===== src/rtl/ifetch_queue_pkg.sv =====
`default_nettype none
// ============================================================================
// Module      : ifetch_queue_pkg
// Description : Shared types and default sizing for the instruction fetch
//               queue: fetch FSM state encoding and default WIDTH/DEPTH.
// Revision    : 1.0 - initial release
// ============================================================================
package ifetch_queue_pkg;

    // Default sizing used by the queue and its buffer
    localparam int c_DEFAULT_WIDTH = 16;
    localparam int c_DEFAULT_DEPTH = 2;

    // Fetch sequencer states (explicit 2-bit encoding)
    typedef enum logic [1:0] {
        IDLE     = 2'd0,   // no request outstanding, may issue
        WAIT_ACK = 2'd1,   // request outstanding, response will be kept
        DROP     = 2'd2    // request outstanding, response will be discarded
    } fetch_state_t;

endpackage
`default_nettype wire


===== src/rtl/ifetch_fifo.sv =====
`default_nettype none
// ============================================================================
// Module      : ifetch_fifo
// Description : Small power-of-2 FIFO holding fetched {pc, instruction}
//               entries. Flush has priority over push and pop. The head
//               entry is read straight from storage registers.
// Revision    : 1.0 - initial release
// ============================================================================
module ifetch_fifo
    import ifetch_queue_pkg::*;
#(
    parameter int DEPTH = c_DEFAULT_DEPTH,
    parameter int WIDTH = 2 * c_DEFAULT_WIDTH
) (
    input  logic             clk,
    input  logic             rst,
    input  logic             push,
    input  logic [WIDTH-1:0] push_data,
    input  logic             pop,
    input  logic             flush,
    output logic [WIDTH-1:0] head_data,
    output logic [DEPTH:0]   count,
    output logic             full,
    output logic             empty
);

    localparam int             c_PTR_W    = $clog2(DEPTH);
    localparam logic [DEPTH:0] c_FULL_CNT = (DEPTH+1)'(DEPTH);
    localparam logic [DEPTH:0] c_CNT_ONE  = (DEPTH+1)'(1);

    logic [WIDTH-1:0]   r_mem [DEPTH];
    logic [c_PTR_W-1:0] r_wr_ptr;
    logic [c_PTR_W-1:0] r_rd_ptr;
    logic [DEPTH:0]     r_count;
    logic               w_do_push;
    logic               w_do_pop;

    assign empty     = (r_count == '0);
    assign full      = (r_count == c_FULL_CNT);
    assign w_do_pop  = pop & ~empty;
    // A push into a full buffer is only legal when the head leaves the same cycle
    assign w_do_push = push & (~full | w_do_pop);
    assign head_data = r_mem[r_rd_ptr];
    assign count     = r_count;

    // Pointer and occupancy tracking; pointers wrap naturally at DEPTH
    always_ff @(posedge clk or posedge rst) begin
        if (rst) begin
            r_wr_ptr <= '0;
            r_rd_ptr <= '0;
            r_count  <= '0;
        end else if (flush) begin
            r_wr_ptr <= '0;
            r_rd_ptr <= '0;
            r_count  <= '0;
        end else begin
            if (w_do_push) begin
                r_wr_ptr <= r_wr_ptr + c_PTR_W'(1);
            end
            if (w_do_pop) begin
                r_rd_ptr <= r_rd_ptr + c_PTR_W'(1);
            end
            case ({w_do_push, w_do_pop})
                2'b10:   r_count <= r_count + c_CNT_ONE;
                2'b01:   r_count <= r_count - c_CNT_ONE;
                default: r_count <= r_count;
            endcase
        end
    end

    // Entry storage; cleared on reset so the head reads zero out of reset
    always_ff @(posedge clk or posedge rst) begin
        if (rst) begin
            for (int i = 0; i < DEPTH; i++) begin
                r_mem[i] <= '0;
            end
        end else if (w_do_push && !flush) begin
            r_mem[r_wr_ptr] <= push_data;
        end
    end

endmodule
`default_nettype wire


===== src/rtl/ifetch_queue.sv =====
`default_nettype none
// ============================================================================
// Module      : ifetch_queue
// Description : Instruction fetch sequencer with prefetch buffer. Issues one
//               memory read at a time from pc_in while the buffer has room,
//               pushes {address, data} on acknowledge, and discards
//               responses belonging to a flushed fetch stream.
// Revision    : 1.0 - initial release
// ============================================================================
module ifetch_queue
    import ifetch_queue_pkg::*;
#(
    parameter int DEPTH = c_DEFAULT_DEPTH,
    parameter int WIDTH = c_DEFAULT_WIDTH
) (
    input  logic             clk,
    input  logic             rst,
    input  logic [WIDTH-1:0] pc_in,
    output logic             pc_step,
    input  logic             flush,
    output logic             mem_req,
    output logic [WIDTH-1:0] mem_addr,
    input  logic             mem_ack,
    input  logic [WIDTH-1:0] mem_rdata,
    output logic             instr_valid,
    input  logic             instr_ready,
    output logic [WIDTH-1:0] instr_data,
    output logic [WIDTH-1:0] instr_pc
);

    fetch_state_t       r_state;
    fetch_state_t       w_state_nxt;
    logic               r_mem_req;
    logic               w_mem_req_nxt;
    logic [WIDTH-1:0]   r_mem_addr;
    logic [WIDTH-1:0]   w_mem_addr_nxt;

    logic               w_push;
    logic               w_pop;
    logic [2*WIDTH-1:0] w_head;
    logic [DEPTH:0]     w_count;
    logic               w_full;
    logic               w_empty;

    // State and the registered memory request; request is held until acked
    always_ff @(posedge clk or posedge rst) begin
        if (rst) begin
            r_state    <= IDLE;
            r_mem_req  <= 1'b0;
            r_mem_addr <= '0;
        end else begin
            r_state    <= w_state_nxt;
            r_mem_req  <= w_mem_req_nxt;
            r_mem_addr <= w_mem_addr_nxt;
        end
    end

    // Next-state: issue from IDLE when there is room, retire on ack, and
    // remember a flush that arrives while a request is still in flight
    always_comb begin
        w_state_nxt    = r_state;
        w_mem_req_nxt  = r_mem_req;
        w_mem_addr_nxt = r_mem_addr;
        case (r_state)
            IDLE: begin
                // Any ack seen here is stale and is ignored
                if (!flush && !w_full) begin
                    w_state_nxt    = WAIT_ACK;
                    w_mem_req_nxt  = 1'b1;
                    w_mem_addr_nxt = pc_in;
                end
            end
            WAIT_ACK: begin
                if (mem_ack) begin
                    w_state_nxt   = IDLE;
                    w_mem_req_nxt = 1'b0;
                end else if (flush) begin
                    w_state_nxt   = DROP;
                end
            end
            DROP: begin
                if (mem_ack) begin
                    w_state_nxt   = IDLE;
                    w_mem_req_nxt = 1'b0;
                end
            end
            default: begin
                w_state_nxt   = IDLE;
                w_mem_req_nxt = 1'b0;
            end
        endcase
    end

    // Outputs: keep a response only when it answers a live, unflushed request
    always_comb begin
        w_push = 1'b0;
        if ((r_state == WAIT_ACK) && mem_ack && !flush) begin
            w_push = 1'b1;
        end
    end

    assign w_pop       = instr_ready & ~w_empty;
    assign pc_step     = w_push;
    assign mem_req     = r_mem_req;
    assign mem_addr    = r_mem_addr;
    assign instr_valid = (w_count != '0);
    assign instr_pc    = w_head[2*WIDTH-1:WIDTH];
    assign instr_data  = w_head[WIDTH-1:0];

    ifetch_fifo #(
        .DEPTH (DEPTH),
        .WIDTH (2*WIDTH)
    ) u_fifo (
        .clk       (clk),
        .rst       (rst),
        .push      (w_push),
        .push_data ({r_mem_addr, mem_rdata}),
        .pop       (w_pop),
        .flush     (flush),
        .head_data (w_head),
        .count     (w_count),
        .full      (w_full),
        .empty     (w_empty)
    );

endmodule
`default_nettype wire


===== config.mk =====
export PLATFORM = sky130hd
export DESIGN_NAME = ifetch_queue
export DESIGN_NICKNAME = d
export VERILOG_FILES = /design/src/rtl/ifetch_queue_pkg.sv /design/src/rtl/ifetch_fifo.sv /design/src/rtl/ifetch_queue.sv
export SDC_FILE = /design/constraint.sdc
export NUM_CORES = 1
export LEC_CHECK = 0
export ABC_AREA = 1
export CELL_PAD_IN_SITES_DETAIL_PLACEMENT = 1
export CELL_PAD_IN_SITES_GLOBAL_PLACEMENT = 1
export CORE_ASPECT_RATIO = 0.75
export CORE_MARGIN = 1
export CORE_UTILIZATION = 40
export DETAILED_ROUTE_END_ITERATION = 7
export PLACE_DENSITY = 0.88
export SYNTH_ARGS = -nofsm -noshare
export SYNTH_HDL_FRONTEND = slang
export SYNTH_SLANG_ARGS = --single-unit

===== constraint.sdc =====
create_clock -name clk -period 4.3 [get_ports clk]
set_input_delay 0.645 -clock clk [delete_from_list [all_inputs] [get_ports clk]]
set_output_delay 0.645 -clock clk [all_outputs]
set_load 0.1 [all_outputs]

==> key figures <==
Placement
  – I/O Buffers: 87
  – Gpl congestion: 0.750
  – DP HPWL: 7310 um
  – Worst slack, placed: 1.42 ns
  – DP Cell Count: 659

Drt
  – DRC Markers: 0
  – DR iter-0 viols: 150
  – Avg WL per Cell: 15.8 um
  – DRT antenna net count: 0
  – Vias per Instance: 4.91
  – First-pass DRT Iterations: 4
  – Via count: 3310
  – Post-Route WL: 10700 um

CTS
  – CTS tree: built
  – Clock root cell: clkbuf_16
  – Clk_lat worst skew: 0.34 ns
  – Clock transition at path regs: 0.06 ns
  – Num CTS Buffers: 9
  – Clock buffer depth: 2
  – Setup bufs post-CTS: 0
  – Hold Buf Count CTS: 0
  – Total of cells resized after clock tree synthesis: 0
  – CTS H-tree lvls: 3
  – CTS sink count: 88

Status
  – Status: finished, final reports clean

Die
  – Die Area: 0.0103 mm^2
  – # rows: 30
  – Core area: 0.00931 mm^2
  – I/O pin total: 88
  – Initial core utilization: 42.4%
  – Die width: 117 um
  – Die Span Y: 88.0 um

Global route
  – Vias in the first global route: 3521
  – Global-route wire length before repair: 17500 um
  – Overall Global Routing Usage: 22.8%
  – Largest net degree at the start of global routing: 65
  – Antenna violations before repair: 0
  – Gr ovfl total: 0

Setup path
  – Crit Path Max Fanout: 4
  – CP Capture Type: output port
  – WS Path Type: flop to output port
  – Ordered list of cells on the worst path: nor2_1 -> nand2_1 -> clkdlybuf4s50_1
  – Delay of the slowest cell on the worst path: 1.15 ns
  – CP max stage cell: clkdlybuf4s50_1
  – Crit path DAT: 2.19 ns
  – Crit path buf inv count: 1
  – Required @ worst endpoint: 3.65 ns
  – Delay-heaviest family, CP: buffers and inverters
  – Startpoint types: flop

Synthesis
  – Syn nets: 505
  – FF+latch count, synth: 88
  – Post-Syn Instances: 464
  – Synth cell types: 23
  – Yosys top cell area share: 55.9%
  – Largest area contributor in the netlist: dfrtp_1
  – Largest cells by area after synthesis: dfrtp_1 56%, nand2_1 17%, o21ai_2 5.1%
  – Mapped Area: 0.00394 mm^2
  – Sequential share of the synthesized area: 55.9%
  – Syn Area/Cell: 8.50 um^2
  – Ys Warns: 0

Timing
  – Final setup TNS: 0 ns
  – Tmin final: 2.83 ns
  – Fin. Hold Viols: 0
  – Worst-margin pin slew: 1.25 ns
  – Rel. slew slack: 16.3%
  – Final worst path period share: 65.8%
  – Slew Limit Fails: 0
  – Setup WS post-layout: 1.47 ns
  – RSZ-0062 raised after global routing: no
  – Finish-stage setup viols: 0
  – Achievable Freq: 353 MHz
  – Clock skew: 0.00726 ns

Final layout
  – Final Non-Filler Cells: 674
  – Commonest cells after routing, fill and taps aside: 180 x nand2_1, 88 x dfrtp_1, 54 x clkdlybuf4s50_1
  – Ant. Diodes: 0
  – Number of fill cells: 1143
  – Most common cell after layout, fill and taps aside: nand2_1
  – Layout cell share with drive strength beyond 1: 15.0%
  – Area of the multi-input gates: 0.00142 mm^2
  – Layout area overhead: 30.8%
  – Flip-flop and latch area: 0.00220 mm^2
  – Fin nets: 583

Run
  – MaxCap Viol Count: 0

Worst hold path
  – Hold WC Path Type: flop to flop
-- synth_stat cells (all sizes together) --
cell,instances
a21oi,18
clkbuf,11
inv,45
nand2,182
dfrtp,88
buf,13
fa,1
or2,1
nand4,3
nand3,8
clkinv,2
nand3b,1
o21ai,70
ha,3
nor2,18
-- worst reg2reg max path, cell delays in order (launching register included) --
cell,delay (ns)
dfrtp_1,0.37
inv_1,0.07
ha_1,0.24
nand3_2,0.12
clkinv_2,0.08
nand2_2,0.08
or2_2,0.53
buf_4,0.52
nand2_1,0.17
o21ai_2,0.08
-- final timing paths --
check,end,slack (ns),start,cells after the start
max in group asynchronous,u_fifo.r_mem[12],2.80,rst,3
max,instr_valid,1.47,u_fifo.count[0],3
min in group asynchronous,r_state[1],0.66,rst,2
min reg2reg,u_fifo.r_mem[22],0.48,u_fifo.r_mem[22],2
max reg2reg,u_fifo.r_mem[62],1.96,r_state[1],9
min,u_fifo.r_mem[22],0.48,u_fifo.r_mem[22],2
-- metrics by stage --
stage / area, um^2 / util, % / hold slack (ns)
finish: 5160 / 55.4 / 0.482
detailed placement: 4860 / 52.3 / 0.469
global placement: 4860 / 52.3 / 0.464
CTS: 5160 / 55.4 / 0.484
global route: 5160 / 55.4 / 0.505
floorplan: 3940 / - / 0.453
-- cell type report --
class	count	share of cell area, %
clock buffer	13	5.43
clock inverter	2	0.243
inverter	47	3.47
multi-input combinational	305	27.5
sequential	88	42.7
tap	128	3.11
timing repair buffer	91	17.6
-- sequential cells by signal (all words and copies together) (netlist names) --
signal,cells
r_state,2
u_fifo.r_mem,64
u_fifo.r_wr_ptr,1
u_fifo.r_rd_ptr,1
mem_addr,16
u_fifo.count,3
mem_req,1
-- routing by layer --
metal | share of wire [%] | routed length, um | track usage [%] | vias to the layer above
met5 | 0 | 0 | 0 | -
met4 | 0.73 | 78 | 5.64 | 0
met3 | 4.5 | 482 | 5.95 | 8
met2 | 50 | 5370 | 39.7 | 81
met1 | 44 | 4730 | 28.4 | 1627
li1 | - | - | - | 1594
-- logic make-up after synthesis --
logic type,count (synthesis),share of synthesized area [%]
flip-flops,88,55.9
adder cells (fa/ha/maj),4,1.46
AND/OR/NAND/NOR,213,21.1
buffers and inverters,71,8.19
AO/OA/AOI/OAI,88,13.4
Power is not shown: default switching activity piles up to over one toggle a cycle in this logic, so the estimate is an artifact.
